<file path="src/rtl/aurora_rx_block_sorter.sv">
// Lane block sorter: waits for lock and a first idle, then routes data blocks
// and user-K control blocks into separate FWFT FIFOs and counts malformed blocks.

module aurora_rx_block_sorter_fifo #(
    parameter int WIDTH = 64,
    parameter int DEPTH = 16
) (
    input  logic             clk_i,
    input  logic             rst_n_i,
    input  logic             flush_i,
    input  logic             wr_en_i,
    input  logic [WIDTH-1:0] wr_data_i,
    input  logic             rd_en_i,
    output logic [WIDTH-1:0] rd_data_o,
    output logic             valid_o,
    output logic             full_o
);
    localparam int AW = $clog2(DEPTH);

    logic [AW:0]      wr_ptr_q, wr_ptr_d;
    logic [AW:0]      rd_ptr_q, rd_ptr_d;
    logic [WIDTH-1:0] mem_q [DEPTH];
    logic             empty, pop, push;

    assign empty = (wr_ptr_q == rd_ptr_q);
    assign full_o = (wr_ptr_q[AW] != rd_ptr_q[AW]) &&
                    (wr_ptr_q[AW-1:0] == rd_ptr_q[AW-1:0]);
    assign pop  = rd_en_i && !empty;
    // A full FIFO still takes a write when the head leaves in the same cycle.
    assign push = wr_en_i && (!full_o || pop);

    assign valid_o   = !empty;
    assign rd_data_o = empty ? '0 : mem_q[rd_ptr_q[AW-1:0]];

    always_comb begin
        wr_ptr_d = wr_ptr_q;
        rd_ptr_d = rd_ptr_q;
        if (flush_i) begin
            wr_ptr_d = '0;
            rd_ptr_d = '0;
        end else begin
            if (push) wr_ptr_d = wr_ptr_q + {{AW{1'b0}}, 1'b1};
            if (pop)  rd_ptr_d = rd_ptr_q + {{AW{1'b0}}, 1'b1};
        end
    end

    always_ff @(posedge clk_i or negedge rst_n_i) begin
        if (!rst_n_i) begin
            wr_ptr_q <= '0;
            rd_ptr_q <= '0;
        end else begin
            wr_ptr_q <= wr_ptr_d;
            rd_ptr_q <= rd_ptr_d;
        end
    end

    always_ff @(posedge clk_i) begin
        if (push && !flush_i) mem_q[wr_ptr_q[AW-1:0]] <= wr_data_i;
    end
endmodule

// state      | meaning
// UNLOCKED   | lane not locked, everything discarded
// WAIT_IDLE  | locked, discarding until the first idle block
// RUN        | sorting blocks into data/cmd FIFOs
module aurora_rx_block_sorter #(
    parameter int         DATA_DEPTH = 16,
    parameter int         CMD_DEPTH  = 4,
    parameter logic [7:0] IDLE_BTF   = 8'h78,
    parameter logic [7:0] USERK_BTF  = 8'hD2
) (
    input  logic        clk_rx_i,
    input  logic        rst_n_i,
    input  logic [63:0] rx_data_i,
    input  logic [1:0]  rx_header_i,
    input  logic        rx_valid_i,
    input  logic        rx_locked_i,
    output logic [63:0] data_o,
    output logic        data_valid_o,
    input  logic        data_ready_i,
    output logic [55:0] cmd_o,
    output logic        cmd_valid_o,
    input  logic        cmd_ready_i,
    output logic        overflow_o,
    output logic [15:0] hdr_err_cnt_o,
    output logic [15:0] unk_btf_cnt_o,
    output logic [1:0]  state_o
);
    typedef enum logic [1:0] {
        ST_UNLOCKED  = 2'd0,
        ST_WAIT_IDLE = 2'd1,
        ST_RUN       = 2'd2
    } state_e;

    state_e      state_q, state_d;
    logic        overflow_q, overflow_d;
    logic [15:0] hdr_err_q, hdr_err_d;
    logic [15:0] unk_btf_q, unk_btf_d;
    logic        data_wr, cmd_wr, hdr_inc, unk_inc;
    logic        data_full, cmd_full, data_pop, cmd_pop, flush;
    logic [7:0]  btf;

    assign btf      = rx_data_i[63:56];
    assign flush    = !rx_locked_i;
    assign data_pop = data_valid_o && data_ready_i && rx_locked_i;
    assign cmd_pop  = cmd_valid_o && cmd_ready_i && rx_locked_i;

    always_comb begin
        state_d = state_q;
        data_wr = 1'b0;
        cmd_wr  = 1'b0;
        hdr_inc = 1'b0;
        unk_inc = 1'b0;
        if (!rx_locked_i) begin
            state_d = ST_UNLOCKED;
        end else begin
            case (state_q)
                ST_UNLOCKED:  state_d = ST_WAIT_IDLE;
                ST_WAIT_IDLE: begin
                    if (rx_valid_i && rx_header_i == 2'b10 && btf == IDLE_BTF)
                        state_d = ST_RUN;
                end
                ST_RUN: begin
                    if (rx_valid_i) begin
                        if (rx_header_i == 2'b01) begin
                            data_wr = 1'b1;
                        end else if (rx_header_i == 2'b10) begin
                            if (btf == USERK_BTF)     cmd_wr  = 1'b1;
                            else if (btf != IDLE_BTF) unk_inc = 1'b1;
                        end else begin
                            hdr_inc = 1'b1;
                        end
                    end
                end
                default: state_d = ST_UNLOCKED;
            endcase
        end
    end

    always_comb begin
        overflow_d = overflow_q |
                     (data_wr && data_full && !data_pop) |
                     (cmd_wr && cmd_full && !cmd_pop);
        hdr_err_d  = (hdr_inc && hdr_err_q != 16'hFFFF) ? hdr_err_q + 16'd1 : hdr_err_q;
        unk_btf_d  = (unk_inc && unk_btf_q != 16'hFFFF) ? unk_btf_q + 16'd1 : unk_btf_q;
    end

    always_ff @(posedge clk_rx_i or negedge rst_n_i) begin
        if (!rst_n_i) begin
            state_q    <= ST_UNLOCKED;
            overflow_q <= 1'b0;
            hdr_err_q  <= '0;
            unk_btf_q  <= '0;
        end else begin
            state_q    <= state_d;
            overflow_q <= overflow_d;
            hdr_err_q  <= hdr_err_d;
            unk_btf_q  <= unk_btf_d;
        end
    end

    aurora_rx_block_sorter_fifo #(.WIDTH(64), .DEPTH(DATA_DEPTH)) u_data_fifo (
        .clk_i     (clk_rx_i),
        .rst_n_i   (rst_n_i),
        .flush_i   (flush),
        .wr_en_i   (data_wr),
        .wr_data_i (rx_data_i),
        .rd_en_i   (data_ready_i && rx_locked_i),
        .rd_data_o (data_o),
        .valid_o   (data_valid_o),
        .full_o    (data_full)
    );

    aurora_rx_block_sorter_fifo #(.WIDTH(56), .DEPTH(CMD_DEPTH)) u_cmd_fifo (
        .clk_i     (clk_rx_i),
        .rst_n_i   (rst_n_i),
        .flush_i   (flush),
        .wr_en_i   (cmd_wr),
        .wr_data_i (rx_data_i[55:0]),
        .rd_en_i   (cmd_ready_i && rx_locked_i),
        .rd_data_o (cmd_o),
        .valid_o   (cmd_valid_o),
        .full_o    (cmd_full)
    );

    assign overflow_o    = overflow_q;
    assign hdr_err_cnt_o = hdr_err_q;
    assign unk_btf_cnt_o = unk_btf_q;
    assign state_o       = state_q;
endmodule

</file>
<file path="config.mk">
export PLATFORM = sky130hd
export DESIGN_NAME = aurora_rx_block_sorter
export DESIGN_NICKNAME = d
export VERILOG_FILES = /design/src/rtl/aurora_rx_block_sorter.sv
export SDC_FILE = /design/constraint.sdc
export NUM_CORES = 1
export LEC_CHECK = 0
export ABC_CLOCK_PERIOD_IN_PS = 12100
export CORE_ASPECT_RATIO = 0.75
export CORE_MARGIN = 1.5
export CORE_UTILIZATION = 60
export DETAILED_ROUTE_END_ITERATION = 10
export PLACE_DENSITY = 0.79
export SLEW_MARGIN = 20
export SYNTH_ARGS = -nofsm -noshare
export SYNTH_HDL_FRONTEND = slang
export SYNTH_HIERARCHICAL = 1
export SYNTH_SLANG_ARGS = --single-unit
</file>
<file path="constraint.sdc">
create_clock -name clk_rx_i -period 12.1 [get_ports clk_rx_i]
set_input_delay 1.815 -clock clk_rx_i [delete_from_list [all_inputs] [get_ports clk_rx_i]]
set_output_delay 1.815 -clock clk_rx_i [all_outputs]
set_load 0.1 [all_outputs]
</file>
==> metrics <==
Sink Count=roughly 1300; post-DP HPWL=a little under 60000 µm; Hold Path Stages=1; CP startpoint kind=flip-flop; status=completed; Initial Utilization=0.606; Layout area overhead=14.7%; largest net degree at the start of global routing=about 130; Power Dens Cells=150 nW/µm²; final hold viol count=0; worst r2r path cells=6; grt total ovfl=0; Vias/cell=approximately 6.7; Core Region=just over 80000 µm²; Setup Buffers After CTS=0; combinational cell fraction of total power=0.011; element type at the critical path end=output port; Sw Ratio=0.191; syn_nets=around 2300; worst rel slew slack=0.197; Post-Place Cell Area=about 53000 µm²; final net count=2599; worst slew pin tran=around 1.2 ns; Final Critical Period=between 7 and 8 ns; Die W=around 340 µm; WL per Instance=32.1 µm; Power, Total=about 8600 µW; internal power=6930 µW; Avg Cell Area, Syn=approximately 22 µm²; vias in the first global route=~25000; Reg clk slew, reported paths=about 0.060 ns; critical path class=flip-flop to output port; Clock Power Share=0.415; WL final=120000 µm; CTS Hold Buffers Added=0; Setup crit end=data_o[14]; flops & latches, synth=~1300; # rows=91; Crit Path Max Fanout=about 70; most common cell after layout, fill and taps aside=edfxtp_1; most frequent cells in the layout=1248 x edfxtp_1, 310 x mux4_2, 227 x clkdlybuf4s50_1; setup TNS=0 ns; die footprint=roughly 85000 µm²; Finished Cell Area=57200 µm²; Iteration-0 DRC Markers=~3300; RR Endpoint=u_data_fifo/mem_q[11][45]; DIE HEIGHT=roughly 250 µm; Seq pwr share=0.575; VDD IR max=0.000140 V; Hold WC Path Type=flip-flop to flip-flop; worst path required time=slightly above 10 ns; mapped cell area=49800 µm²; MaxCap Viol Count=0; f_max=roughly 0.14 GHz; Detail Route Antenna Nets=0; drt drc=0; CTS Buffer Depth=3; RR Startpoint=u_data_fifo/rd_ptr_q[1]; post-synth cell types=52; clock latency on the worst-skew pair=~0.70 ns; net switching power=1640 µW; final setup vio count=0; IO Port Bufs=228; CTS Root Cell=clkbuf_16; H-Tree Depth=3; Worst setup startpoint=u_data_fifo/rd_ptr_q[1]; period utilization=0.602; Yosys warning total=6; clock skew=0.0467 ns; GRT Overall Usage=0.288; Cells after Synth=between 2000 and 2500; post-CTS sizing=0; number of buffers created by CTS=115; Top Ports=between 200 and 250; CTS tree=done; reg-to-reg slack, setup=7.65 ns; first-pass detailed-route iteration total=5; Worst EP arrival=5.47 ns; Max Slew Vio Count=0; initial antenna violation count=6; sequential cell area fraction in the yosys report=0.778; first-pass GRT wire length=around 170000 µm; RSZ-0062 raised after global routing=false; GP Congestion=between 0.8 and 0.9; routed vias=24900; proportion of layout cells with a drive suffix above 1=0.214; Pleak=~0.018 µW
==> logic make-up (layout without fill, tap and decap cells) <==
family,after synthesis,count (layout),synth area share
flops,1299,1299,0.778
other cells,0,2,0
compound gates,215,215,0.0289
xor+xnor,45,45,0.00791
buf+inv,133,500,0.0135
fa+ha+maj,14,14,0.00352
mux,322,322,0.143
simple gates,212,212,0.0249
==> Yosys cell counts, drive strengths merged <==
master,count,area (µm²)
nor4b,1,8.76
a21boi,1,11.3
xor2,18,158
nand4bb,3,33.8
a31oi,3,18.8
clkbuf,50,189
or2,2,12.5
mux2,7,82.6
or2b,2,15.0
a21o,2,15.0
and2b,1,7.51
a22oi,128,961
nor4,6,95.1
nand4,13,87.6
nand2,27,101
edfxtp,1248,37500
nor2,37,139
nand3,16,85.1
a41oi,3,26.3
a21oi,75,379
nor2b,6,37.5
mux4,312,7030
and3,5,31.3
buf,70,434
and4b,1,10.0
and2,66,413
and4,3,26.3
a211o,1,8.76
xnor2,27,236
o21ai,1,8.76
mux2i,3,30.0
dfrtp,51,1280
ha,14,175
o41a,1,12.5
nor3,12,65.1
nand3b,1,7.51
inv,13,48.8
nand2b,10,62.6
==> final cells by class <==
type,count,area [µm²]
Fill cell,4796,25000
Tap cell,1116,1400
Clock buffer,156,3100
Sequential cell,1299,38800
Inverter,13,48.8
Timing Repair Buffer,276,2780
Antenna cell,2,5.00
Multi-Input combinational cell,808,10500
Clock inverter,55,526
==> registers in the layout, indices dropped and copies added (netlist names) <==
signal	flops
u_data_fifo/wr_ptr_q	5
hdr_err_cnt_o	16
u_data_fifo/mem_q	1024
u_cmd_fifo/wr_ptr_q	3
u_cmd_fifo/rd_ptr_q	3
unk_btf_cnt_o	16
u_cmd_fifo/mem_q	224
state_o	2
overflow_o	1
u_data_fifo/rd_ptr_q	5
==> critical path: stages, from the launching register on <==
cell and delay [ns]:
dfrtp_4 1.15, buf_4 0.83, buf_4 0.78, mux4_2 0.37
a22oi_1 0.10, a21oi_1 0.30, clkdlybuf4s50_1 1.20
==> how the worst min path moves through the flow <==
stage                            startpoint                 endpoint
floorplan           u_data_fifo/rd_ptr_q[4]  u_data_fifo/rd_ptr_q[4]
global placement           hdr_err_cnt_o[8]         hdr_err_cnt_o[8]
detailed placement         hdr_err_cnt_o[8]         hdr_err_cnt_o[8]
CTS                        hdr_err_cnt_o[8]         hdr_err_cnt_o[8]
global route               hdr_err_cnt_o[8]         hdr_err_cnt_o[8]
finish                     hdr_err_cnt_o[8]         hdr_err_cnt_o[8]
==> power by group through the flow <==
stage	combinational, µW	clock [µW]	sequential [µW]
floorplan	4.27	0	5020
global placement	82.3	0	5020
detailed placement	90.4	0	5020
CTS	90.2	3590	4930
global route	98.9	3750	4920
finish	90.4	3550	4930
==> metrics by stage <==
step | utilization | setup WS [ns] | hold slack (ns) | cells
floorplan | - | 4.57 | 0.530 | 2240
global placement | 0.649 | 5.52 | 0.471 | 3505
detailed placement | 0.649 | 5.47 | 0.479 | 3506
CTS | 0.693 | 4.76 | 0.495 | 3717
global route | 0.695 | 4.64 | 0.518 | 3723
finish | 0.695 | 4.81 | 0.494 | 3725
==> metal layers <==
metal	GRT usage	wire, µm	up-vias
met3	0.0564	13300	230
met4	0.0922	3220	6
met2	0.459	58500	1729
met5	0	34	-
met1	0.411	44600	13000
li1	-	-	9961
No activity file was read; power rests on OpenSTA's default activity.
